[config.mk]
export PLATFORM = sky130hd
export DESIGN_NAME = mem_access_unit
export DESIGN_NICKNAME = d
export VERILOG_FILES = /design/src/rtl/mem_pkg.sv /design/src/rtl/mem_wb_reg.sv /design/src/rtl/mem_access_unit.sv
export SDC_FILE = /design/constraint.sdc
export NUM_CORES = 1
export LEC_CHECK = 0
export BUFFER_PORTS_ARGS = -buffer_cell sky130_fd_sc_hd__buf_2
export CAP_MARGIN = 20
export CORE_AREA = 4 4 120 122
export DETAILED_ROUTE_END_ITERATION = 12
export DIE_AREA = 0 0 124 126
export HOLD_SLACK_MARGIN = 0.05
export PLACE_DENSITY = 0.76
export SLEW_MARGIN = 25
export SYNTH_ARGS = -nofsm -noshare
export SYNTH_HDL_FRONTEND = slang
export SYNTH_SLANG_ARGS = --single-unit
[constraint.sdc]
create_clock -name clk -period 1.9 [get_ports clk]
set_input_delay 0.19 -clock clk [delete_from_list [all_inputs] [get_ports clk]]
set_output_delay 0.19 -clock clk [all_outputs]
set_load 0.05 [all_outputs]
[src/rtl/mem_pkg.sv]
// mem_pkg: shared definitions for the memory access stage.
//   state_t        - access FSM state encoding
//   *_DEF          - parameter defaults for mem_access_unit and mem_wb_reg
package mem_pkg;

    typedef enum logic {
        IDLE   = 1'b0,
        ACCESS = 1'b1
    } state_t;

    localparam int WORD_W_DEF     = 32;
    localparam int REG_ADDR_W_DEF = 4;
    localparam int ADDR_W_DEF     = 16;
    localparam int BASE_ADDR_DEF  = 1024;
    localparam int TIMEOUT_DEF    = 255;

endpackage

[src/rtl/mem_wb_reg.sv]
// mem_wb_reg: MEM/WB pipeline register with bubble insertion.
//   clk, rst      - clock, synchronous active-low reset (clears every field)
//   bubble        - load a bubble: wb_en_out and wb_mem_read cleared, other fields held
//   load_data     - when not a bubble, also capture mem_data into wb_mem_data
//   dst, alu_res, mem_data, mem_read, wb_en - next-stage field values
//   wb_dst, wb_alu_res, wb_mem_data, wb_mem_read, wb_en_out - registered fields
module mem_wb_reg
    import mem_pkg::*;
#(
    parameter int WORD_W     = WORD_W_DEF,
    parameter int REG_ADDR_W = REG_ADDR_W_DEF
) (
    input  logic                  clk,
    input  logic                  rst,
    input  logic                  bubble,
    input  logic                  load_data,
    input  logic [REG_ADDR_W-1:0] dst,
    input  logic [WORD_W-1:0]     alu_res,
    input  logic [WORD_W-1:0]     mem_data,
    input  logic                  mem_read,
    input  logic                  wb_en,
    output logic [REG_ADDR_W-1:0] wb_dst,
    output logic [WORD_W-1:0]     wb_alu_res,
    output logic [WORD_W-1:0]     wb_mem_data,
    output logic                  wb_mem_read,
    output logic                  wb_en_out
);

    always_ff @(posedge clk) begin
        if (!rst) begin
            wb_dst      <= '0;
            wb_alu_res  <= '0;
            wb_mem_data <= '0;
            wb_mem_read <= 1'b0;
            wb_en_out   <= 1'b0;
        end else if (bubble) begin
            wb_mem_read <= 1'b0;
            wb_en_out   <= 1'b0;
        end else begin
            wb_dst      <= dst;
            wb_alu_res  <= alu_res;
            wb_mem_read <= mem_read;
            wb_en_out   <= wb_en;
            // stores and ALU ops leave the last load data in place
            if (load_data)
                wb_mem_data <= mem_data;
        end
    end

endmodule

[src/rtl/mem_access_unit.sv]
// mem_access_unit: pipeline memory stage. ALU results pass straight to the
// WB register; loads/stores stall upstream while a single-outstanding
// request is held on the memory port until mem_ready.
//   clk, rst          - clock, synchronous active-low reset
//   dst, alu_res, val_rm, mem_read, mem_write, wb_en - from EXE/MEM
//   mem_req, mem_we, mem_addr, mem_wdata, mem_ready, mem_rdata - memory port
//   stall             - freeze upstream pipeline registers
//   wb_*              - registered fields to write-back
//   mem_err           - sticky access timeout error
// Build option: define MEM_TIMEOUT_EN to enable the ACCESS wait timeout;
// otherwise ACCESS waits indefinitely and mem_err is constant 0.
//
// state  | meaning
// IDLE   | pass ALU ops through; accept a load/store and latch it
// ACCESS | request held on the memory port until mem_ready (or timeout)
module mem_access_unit
    import mem_pkg::*;
#(
    parameter int WORD_W     = WORD_W_DEF,
    parameter int REG_ADDR_W = REG_ADDR_W_DEF,
    parameter int ADDR_W     = ADDR_W_DEF,
    parameter int BASE_ADDR  = BASE_ADDR_DEF,
    parameter int TIMEOUT    = TIMEOUT_DEF
) (
    input  logic                  clk,
    input  logic                  rst,
    input  logic [REG_ADDR_W-1:0] dst,
    input  logic [WORD_W-1:0]     alu_res,
    input  logic [WORD_W-1:0]     val_rm,
    input  logic                  mem_read,
    input  logic                  mem_write,
    input  logic                  wb_en,
    output logic                  mem_req,
    output logic                  mem_we,
    output logic [ADDR_W-1:0]     mem_addr,
    output logic [WORD_W-1:0]     mem_wdata,
    input  logic                  mem_ready,
    input  logic [WORD_W-1:0]     mem_rdata,
    output logic                  stall,
    output logic [REG_ADDR_W-1:0] wb_dst,
    output logic [WORD_W-1:0]     wb_alu_res,
    output logic [WORD_W-1:0]     wb_mem_data,
    output logic                  wb_mem_read,
    output logic                  wb_en_out,
    output logic                  mem_err
);

    state_t                  state;
    logic [REG_ADDR_W-1:0]   lat_dst;
    logic [WORD_W-1:0]       lat_alu;
    logic                    lat_wb_en;
    logic                    lat_rd;

    logic                    wb_bubble;
    logic                    wb_load;
    logic [REG_ADDR_W-1:0]   wb_dst_in;
    logic [WORD_W-1:0]       wb_alu_in;
    logic                    wb_rd_in;
    logic                    wb_en_in;

`ifdef MEM_TIMEOUT_EN
    localparam int CNT_W = (TIMEOUT > 1) ? $clog2(TIMEOUT + 1) : 1;
    // down-counter: abort on the edge ending the TIMEOUT-th wait cycle
    logic [CNT_W-1:0] wait_cnt;
`endif

    always_ff @(posedge clk) begin
        if (!rst) begin
            state     <= IDLE;
            mem_req   <= 1'b0;
            mem_we    <= 1'b0;
            mem_addr  <= '0;
            mem_wdata <= '0;
            lat_dst   <= '0;
            lat_alu   <= '0;
            lat_wb_en <= 1'b0;
            lat_rd    <= 1'b0;
`ifdef MEM_TIMEOUT_EN
            wait_cnt  <= '0;
            mem_err   <= 1'b0;
`endif
        end else begin
            case (state)
                IDLE: begin
                    if (mem_read || mem_write) begin
                        state     <= ACCESS;
                        mem_req   <= 1'b1;
                        mem_we    <= mem_write;
                        mem_addr  <= ADDR_W'((alu_res - WORD_W'(BASE_ADDR)) >> 2);
                        mem_wdata <= val_rm;
                        lat_dst   <= dst;
                        lat_alu   <= alu_res;
                        lat_wb_en <= wb_en;
                        // simultaneous read+write is treated as a pure store
                        lat_rd    <= mem_read & ~mem_write;
`ifdef MEM_TIMEOUT_EN
                        wait_cnt  <= CNT_W'(TIMEOUT - 1);
`endif
                    end
                end
                ACCESS: begin
                    if (mem_ready) begin
                        state   <= IDLE;
                        mem_req <= 1'b0;
                    end
`ifdef MEM_TIMEOUT_EN
                    else if (wait_cnt == '0) begin
                        state   <= IDLE;
                        mem_req <= 1'b0;
                        mem_err <= 1'b1;
                    end else begin
                        wait_cnt <= wait_cnt - 1'b1;
                    end
`endif
                end
                default: state <= IDLE;
            endcase
        end
    end

`ifndef MEM_TIMEOUT_EN
    // TIMEOUT only sizes the wait counter, which is absent in this build
    assign mem_err = (TIMEOUT < 0) ? 1'b1 : 1'b0;
`endif

    assign stall = rst && ((state == IDLE) ? (mem_read || mem_write) : !mem_ready);

    always_comb begin
        wb_bubble = mem_read || mem_write;
        wb_load   = 1'b0;
        wb_dst_in = dst;
        wb_alu_in = alu_res;
        wb_rd_in  = 1'b0;
        wb_en_in  = wb_en;
        if (state == ACCESS) begin
            wb_bubble = !mem_ready;
            wb_load   = lat_rd;
            wb_dst_in = lat_dst;
            wb_alu_in = lat_alu;
            wb_rd_in  = lat_rd;
            wb_en_in  = lat_wb_en;
        end
    end

    mem_wb_reg #(
        .WORD_W     (WORD_W),
        .REG_ADDR_W (REG_ADDR_W)
    ) u_wb_reg (
        .clk         (clk),
        .rst         (rst),
        .bubble      (wb_bubble),
        .load_data   (wb_load),
        .dst         (wb_dst_in),
        .alu_res     (wb_alu_in),
        .mem_data    (mem_rdata),
        .mem_read    (wb_rd_in),
        .wb_en       (wb_en_in),
        .wb_dst      (wb_dst),
        .wb_alu_res  (wb_alu_res),
        .wb_mem_data (wb_mem_data),
        .wb_mem_read (wb_mem_read),
        .wb_en_out   (wb_en_out)
    );

endmodule
Word-level counts from Yosys, hierarchy flattened
Cells that the tools add are included.
{"block": "word_totals", "word_cells": 40, "register_bits": 159, "out_inout_bits": 122}
{"block": "op_classes", "reduce_logical": 7, "n_bitwise": 5, "n_addsub": 1, "eq_ne": 2, "muxes": 11}
{"cell": "two-way mux 32 bit", "n": 1}
{"cell": "subtractor 18 x 11 -> 18 bit, second input constant", "n": 1}
{"cell": "two-way mux 1 bit", "n": 7}
{"cell": "AND reduction 2 bit", "n": 3}
{"cell": "two-way mux 4 bit", "n": 1}
{"cell": "inequality test 2 bit, second input constant", "n": 2}
{"cell": "NOT 1 bit", "n": 4}
{"cell": "case mux 1 bit (2 select lines)", "n": 2}
{"cell": "OR reduction 2 bit", "n": 1}
{"cell": "AND 1 bit", "n": 1}
{"cell": "logical AND 1 bit", "n": 1}
{"cell": "zero test 1 bit", "n": 1}
{"cell": "logical OR 1 bit", "n": 1}

Longest topological paths before layout
Gate-level depths: netlist of the first run.
{"block": "depth", "word_depth": 4, "mapped_depth": 6, "mapped_depth_nobuf": 5}

By module
From an unflattened synthesis of the first run, not the netlist that was laid out.
{"block": "unflattened", "hier_cells": 676, "area_unflattened_um2": 6283.5}
{"mod": "mem_access_unit", "n_inst": 1, "cells_per_inst": 416, "seq_area_each_um2": 1621.6, "area_per_inst_um2": 3582.2}
{"mod": "mem_wb_reg", "n_inst": 1, "cells_per_inst": 260, "seq_area_each_um2": 1401.3, "area_per_inst_um2": 2701.3}

Least setup slack after synthesis of the first run
Ideal clock, no wire load.
{"block": "synth_timing", "path_type": "reg-to-reg", "startpoint": "reg state", "endpoint": "reg u_wb_reg.wb_alu_res[23]", "arrival_ps": 1318, "stages_incl_launch_ff": 7, "path_slack_ps": 455, "setup_time_ps": 127, "n_path_buf": 3, "path_cell_list": "dfxtp_1 > buf_2 > nor3_1 > nor3b_1 > buf_2 > buf_2 > o2bb2ai_1"}
{"block": "synth_between", "elab_chain_len": 1}
{"item": "start: declaration", "line": "mem_access_unit.sv:48", "source": "state_t state;"}
{"item": "start signal: assignment", "line": "mem_access_unit.sv:69", "source": "state <= IDLE;"}
{"item": "start signal: assignment", "line": "mem_access_unit.sv:86", "source": "state <= ACCESS;"}
{"item": "start signal: assignment", "line": "mem_access_unit.sv:103", "source": "state <= IDLE;"}
{"item": "two-way mux 32 bit / two-way mux 1 bit (equally long branches)", "line": "mem_access_unit.sv:135", "source": "if (state == ACCESS) begin"}
{"item": "end signal: assignment", "line": "mem_wb_reg.sv:41", "source": "wb_alu_res <= alu_res;"}
{"item": "end: declaration", "line": "mem_wb_reg.sv:23", "source": "output logic [WORD_W-1:0] wb_alu_res,"}
Several ways; a longest one is shown, not always the timed one.
A chain may end at the register's enable or synchronous reset.

Final worst setup path of the first run
{"block": "layout_timing", "startpoint": "reg state", "endpoint": "out stall"}
{"block": "layout_between", "elab_chain_len": 2}
{"item": "two-way mux 1 bit", "line": "mem_access_unit.sv:126", "source": "assign stall = rst && ((state == IDLE) ? (mem_read || mem_write) : !mem_ready);"}
{"item": "logical AND 1 bit", "line": "mem_access_unit.sv:126"}
{"item": "end: declaration", "line": "mem_access_unit.sv:39", "source": "output logic stall,"}
No other way between the ends.

==> summary.md, run 1 <==
| Metric | Value |
|---|---|
| DR pass1 iterations | `4` |
| Slowest CP cell | `dfxtp_4` |
| Clock sink count | `151` |
| Area growth syn-to-layout | `48.3%` |
| Largest net degree at the start of global routing | `between 80 and 90` |
| Ranking of synthesized cells by area | `dfxtp_1 52%, nand2_1 13%, a21boi_0 13%, mux2i_1 6.3%, o2bb2ai_1 5.4%` |
| Largest family of logic cells by synthesized area | `compound AO/OA/AOI/OAI gates` |
| I/O pin cnt | `~230` |
| Setup TNS | `0 ps` |
| Std-Cell Core Area | `13,200 µm²` |
| Critical path's largest stage delay | `410 ps` |
| Die span in y | `126 µm` |
| Setup Skew | `7.76 ps` |
| Fillers | `1,058` |
| Max Fclk | `~550 MHz` |
| Drt drc | `0` |
| Mux share of post-synthesis cell area | `6.33%` |
| NumNets Final | `1,042` |
| Finished Layout Cells | `1,125` |
| Max cap viols | `0` |
| YS warnings | `0` |
| Synth top area share | `roughly half` |
| Die area | `15,600 µm²` |
| CP Class | `reg -> out` |
| Chip Width | `~120 µm` |
| Fin. Hold Viols | `0` |
| Post-synth top area cell | `dfxtp_1` |
| Clock Tree Root | `clkbuf_16` |
| Dpl hpwl | `between 10 and 15 mm` |
| Post-Synth Adder-Cell Area | `0.214%` |
| Post-place instance area | `7130 µm²` |
| Crit-path leading delay family | `simple AND/OR/NAND/NOR gates` |
| Longest Clk Path Bufs | `2` |
| Critical path buffers and inverters | `1` |
| Rel. slew slack | `54.0%` |
| Total track usage | `~22%` |
| Final min period | `1810 ps` |
| WP data required | `between 1500 and 2000 ps` |
| CP Capture Type | `output pin` |
| Post-Synthesis Cells | `about 640` |
| Fin util | `approximately 66%` |
| Final setup violation count | `0` |
| RSZ-0062 raised after global routing | `no` |
| Drt initial violations | `207` |
| Initial Util | `between 40 and 50%` |
| Initial antenna violation count | `2` |
| Hold WC Path Type | `in -> reg` |
| Sequential area share after synthesis | `slightly above 50%` |
| FP Rows | `42` |
| VDD IR max | `~0.67 mV` |
| Simple logic cell fraction of the synthesized area | `15.9%` |
| Routability cong. | `0.785` |
| Synthesized area | `5850 µm²` |
| Synth Register Bits | `roughly 150` |
| Post-route cell area | `8670 µm²` |
| Mean Syn Cell Area | `9.13 µm²` |
| Register Area | `3030 µm²` |
| Fraction of layout instances using a drive strength above 1 | `~30%` |
| Antenna Nets Post-Route | `0` |
| Static leakage power | `slightly below 0.004 µW` |
| Routed len/inst | `15.4 µm` |
| Crit share post-route | `95.5%` |
| Worst skew pair latency | `410 ps` |
| Post-synthesis xor/xnor area fraction | `0.150%` |
| Synth Net Count | `roughly 750` |
| WL final | `17.4 mm` |
| CTS Buf Count | `17` |
| Inst Count DP | `between 1,000 and 1,500` |
| CP cell instances | `and2_1, nor3b_4, buf_4` |
| Slew Viols, Final | `0` |
| Worst slew pin tran | `a little under 700 ps` |
| Vias | `5,449` |
| Arrival @ worst endpoint | `1620 ps` |
| First-pass GRT wire length | `27.4 mm` |
| Power Density | `985 nW/µm²` |
| IO buf count | `226` |
| Outcome | `complete, no violations` |
| Worst-path maximum fanout | `17` |
| Overflow after GRT | `0` |
| Synth Area in Compound Gates | `20.7%` |
| Count of cell types in the netlist | `32` |
| H-tree depth | `4` |
| Vias/cell | `4.84` |
| TritonCTS clock tree | `built` |
| Clk slew on worst S/H paths | `60 ps` |
| Number of global-route vias before repair | `5,419` |
| CP startpoint kind | `register` |
| Multi-input gate area | `~2600 µm²` |
[stage by stage]
step / hold slack, ps / worst slack [ps] / power [µW]
4_1_cts: 52.2 / 13.7 / 8610
2_1_floorplan: 334 / 455 / 4480
3_3_place_gp: 442 / 341 / 4890
3_5_place_dp: 441 / 283 / 4900
5_1_grt: 59.6 / 28.9 / 8900
6_report: 67.0 / 85.5 / 8550
[cell usage after synthesis]
library cell and instances:
conb_1 1, buf_2 21, mux2i_1 37, o211a_1 3, o21ai_0 9, a21oi_1 2
inv_1 3, and2_1 2, nand3_1 2, a211oi_1 2, buf_4 10, nor2_1 3
nor4_1 1, xnor2_1 1, nand2b_1 3, and4_1 2, nor2b_1 2, nor3b_1 2
ha_1 1, dfxtp_1 151, clkbuf_1 24, nor3_1 4, o21bai_1 1, or3_1 1
and3_1 1, o21ba_2 1, o2bb2ai_1 36, buf_1 3, or4b_4 1, nand2_1 207
a21boi_0 102, a31oi_1 2
[power breakdown]
part           total (µW)  internal, µW  switching, µW
combinational        1530           537            990
clock                3550          2310           1250
sequential           3460          3360            106
[placed cells by master, fill, tap and decap left out, drive strengths merged]
master | Yosys | final
a211oi | 2 | 2
a21boi | 102 | 102
a21oi | 2 | 2
a31oi | 2 | 2
and2 | 2 | 2
and3 | 1 | 1
and4 | 2 | 2
buf | 34 | 244
bufinv | 0 | 3
clkbuf | 24 | 25
clkinv | 0 | 3
clkinvlp | 0 | 1
conb | 1 | 1
dfxtp | 151 | 151
diode | 0 | 1
dlygate4sd3 | 0 | 89
ha | 1 | 1
inv | 3 | 3
mux2i | 37 | 37
nand2 | 207 | 207
nand2b | 3 | 3
nand3 | 2 | 2
nor2 | 3 | 3
nor2b | 2 | 2
nor3 | 4 | 4
nor3b | 2 | 2
nor4 | 1 | 1
o211a | 3 | 3
o21ai | 9 | 9
o21ba | 1 | 1
o21bai | 1 | 1
o2bb2ai | 36 | 36
or3 | 1 | 1
or4b | 1 | 1
xnor2 | 1 | 1
[cell type report]
type / instances / share of cell area, %
diodes: 1 / 0.0288
clock buffers: 25 / 6.06
clock inverters: 7 / 1.30
inverters: 3 / 0.130
multi-input cells: 429 / 29.7
flip-flops and latches: 151 / 34.9
well taps: 176 / 2.54
repair buffers: 333 / 25.3
[metal layers]
metal  wire length, µm  track usage [%]
met2              8160             36.4
met3              1470             6.82
met4               414             8.83
met1              7310             26.2
met5                28                0
[repair_timing]
action | CTS | global route
gates resized for setup | 3 | 1
setup buffers | 0 | 0
hold buffers | 89 | 0
hold endpoints to repair | 93 | 0
endpoints found under the setup margin | 1 | 1
[worst paths after layout]
kind,cells past startpoint,end,slack [ps],startpoint
max,3,stall,90,state$_SDFF_PN0_
min reg2reg,2,mem_wdata[4]$_SDFFE_PN0P_,460,mem_wdata[4]$_SDFFE_PN0P_
max reg2reg,4,mem_wdata[24]$_SDFFE_PN0P_,370,state$_SDFF_PN0_
min,3,u_wb_reg.wb_mem_data[12]$_SDFFE_PN0P_,70,mem_rdata[12]
[cell families after synthesis]
| family | Yosys count |
|---|---|
| compound gates | 158 |
| xor+xnor | 1 |
| fa+ha+maj | 1 |
| buf+inv | 61 |
| flops | 151 |
| mux | 37 |
| other cells | 1 |
| simple gates | 231 |
[sequential cells by signal (all words and copies together) (netlist names)]
| name | flops |
|---|---|
| mem_wdata | 32 |
| u_wb_reg.wb_alu_res | 32 |
| u_wb_reg.wb_mem_data | 32 |
| lat_alu | 24 |
| mem_addr | 16 |
| lat_dst | 4 |
| u_wb_reg.wb_dst | 4 |
| lat_rd | 1 |
| lat_wb_en | 1 |
| mem_req | 1 |
| mem_we | 1 |
| state | 1 |
| u_wb_reg.wb_en_out | 1 |
| u_wb_reg.wb_mem_read | 1 |
[tightest hold or removal path: stages]
cell and delay (ps):
buf_2 100, nand2_1 50, a21boi_0 70
Note: power is estimated with default switching activity, not from simulation.
==> inputs of run 2 (changes only) <==
==> constraint.sdc (replaced) <==
create_clock -name clk -period 1.9 [get_ports clk]
set_input_delay 0.38 -clock clk [delete_from_list [all_inputs] [get_ports clk]]
set_output_delay 0.38 -clock clk [all_outputs]
set_load 0.05 [all_outputs]
==> summary.md, run 2 (synthesized netlist as in run 1, its figures left out) <==
| Metric | Value |
|---|---|
| Reg-to-reg slack, setup | `160 ps` |
| Worst skew pair latency | `410 ps` |
| Total power | `8360 µW` |
| Fraction of layout instances using a drive strength above 1 | `between 30% and 40%` |
| Setup Fix Bufs, Post-CTS | `0` |
| TritonCTS clock tree | `built` |
| Setup TNS | `0 ps` |
| Power Density | `between 1000 and 1500 nW/µm²` |
| Most frequent cells in the layout | `225 x buf_2, 207 x nand2_1, 150 x dfxtp_1, 102 x a21boi_0, 37 x mux2i_1` |
| Clk slew on worst S/H paths | `~60 ps` |
| RSZ-0062 raised after global routing | `no` |
| Max Fclk | `548 MHz` |
| Die span in y | `126 µm` |
| Vias | `around 5,100` |
| Chip Width | `124 µm` |
| CP Class | `reg -> out` |
| Antenna Nets Post-Route | `0` |
| Clock Tree Root | `clkbuf_16` |
| DR pass1 iterations | `6` |
| Initial Util | `44.3%` |
| IO buf count | `226` |
| Drt drc | `0` |
| Hold endpoint | `mem_wdata[0]$_SDFFE_PN0P_` |
| Worst-path maximum fanout | `8` |
| Fin. Hold Viols | `0` |
| Static leakage power | `0.00349 µW` |
| Number of global-route vias before repair | `4,722` |
| WP data required | `1520 ps` |
| Slew Viols, Final | `0` |
| Setup Skew | `6.60 ps` |
| Most common cell after layout, fill and taps aside | `buf_2` |
| Worst hold stages | `3` |
| H-tree depth | `4` |
| Routed len/inst | `15.0 µm` |
| Final min period | `1830 ps` |
| Arrival @ worst endpoint | `1450 ps` |
| Hold WC Path Type | `in -> reg` |
| Outcome | `complete, no violations` |
| Largest net degree at the start of global routing | `between 70 and 80` |
| Dpl hpwl | `~11 mm` |
| Die area | `15,600 µm²` |
| Fillers | `1,216` |
| Inst Count DP | `approximately 1,000` |
| Reg-to-Reg End | `mem_addr[15]$_SDFFE_PN0P_` |
| Std-Cell Core Area | `13,200 µm²` |
| Rel. slew slack | `35.5%` |
| CP Capture Type | `output pin` |
| Hold-fix buffers at CTS | `0` |
| Clock sink count | `151` |
| Worst reg2reg path startpoint | `state$_SDFF_PN0_` |
| Vias/cell | `about 5.0` |
| Worst slew pin tran | `~960 ps` |
| I/O pin cnt | `about 230` |
| NumNets Final | `947` |
| Routability cong. | `between 0.7 and 0.8` |
| Critical Path Start | `state$_SDFF_PN0_` |
| Fin util | `58.6%` |
| WL final | `~15 mm` |
| Worst Hold Slack | `210 ps` |
| Register Area | `3020 µm²` |
| Overflow after GRT | `0` |
| Total track usage | `19.2%` |
| Initial antenna violation count | `0` |
| First-pass GRT wire length | `between 20 and 25 mm` |
| Drt initial violations | `about 260` |
| CTS Buf Count | `17` |
| Worst Reg-to-Reg Cells | `5` |
| Max cap viols | `0` |
| Longest Clk Path Bufs | `2` |
| Final setup violation count | `0` |
| Ant. Diodes | `0` |
| Multi-input gate area | `roughly 2600 µm²` |
| Finished Layout Cells | `1,028` |
| Crit share post-route | `96.1%` |
| Area growth syn-to-layout | `32.1%` |
| Hold Crit Start | `val_rm[0]` |
| CP startpoint kind | `register` |
| VDD IR max | `0.483 mV` |
| Largest regs | `mem_wdata x32, u_wb_reg.wb_alu_res x32, u_wb_reg.wb_mem_data x32` |
| FP Rows | `42` |
-- run 2: worst max-delay path, cell delays in order (launching register included) --
cell,delay [ps]
dfxtp_2,370
and2_1,220
nor3b_4,250
buf_6,190
-- run 2: per-layer routing --
layer  part of all wire (%)  wire [µm]  GRT usage (%)
met1                     44       6760           24.9
met2                     45       6990           30.0
met3                    9.2       1410           6.23
met4                    1.4        215           6.70
met5                      0          0              0
-- run 2: what timing repair did --
| action | 4_1_cts | 5_1_grt |
|---|---|---|
| endpoints found under the setup margin | 1 | 1 |
| gates resized for setup | 2 | 3 |
| pin swaps | 0 | 1 |
-- run 2: stage by stage --
step | area [µm²] | setup slack (ps)
floorplan | 5850 | 274
global placement | 7080 | 90.1
detailed placement | 7080 | 38.4
CTS | 7710 | 13.3
global route | 7730 | 8.26
finish | 7730 | 74.8
-- run 2: final cells by class --
type	instances	area share (%)
clock buffers	23	6.18
clock inverters	8	1.88
inverters	3	0.146
multi-input cells	429	33.4
flip-flops and latches	151	39.1
well taps	176	2.85
repair buffers	238	16.4
-- run 2: worst max path at each step --
stage	to	slack, ps
final	stall	70
after global routing	stall	8
after CTS	stall	10
after detailed placement	u_wb_reg.wb_alu_res[7]$_SDFFE_PN0P_	40
after global placement	u_wb_reg.wb_alu_res[5]$_SDFFE_PN0P_	90
after floorplan	stall	270
-- run 2: power by group --
group / total [µW] / internal, µW / switching (µW)
clock network: 3530 / 2290 / 1240
registers: 3460 / 3360 / 101
logic: 1370 / 407 / 959
total: 8360 / 6060 / 2300
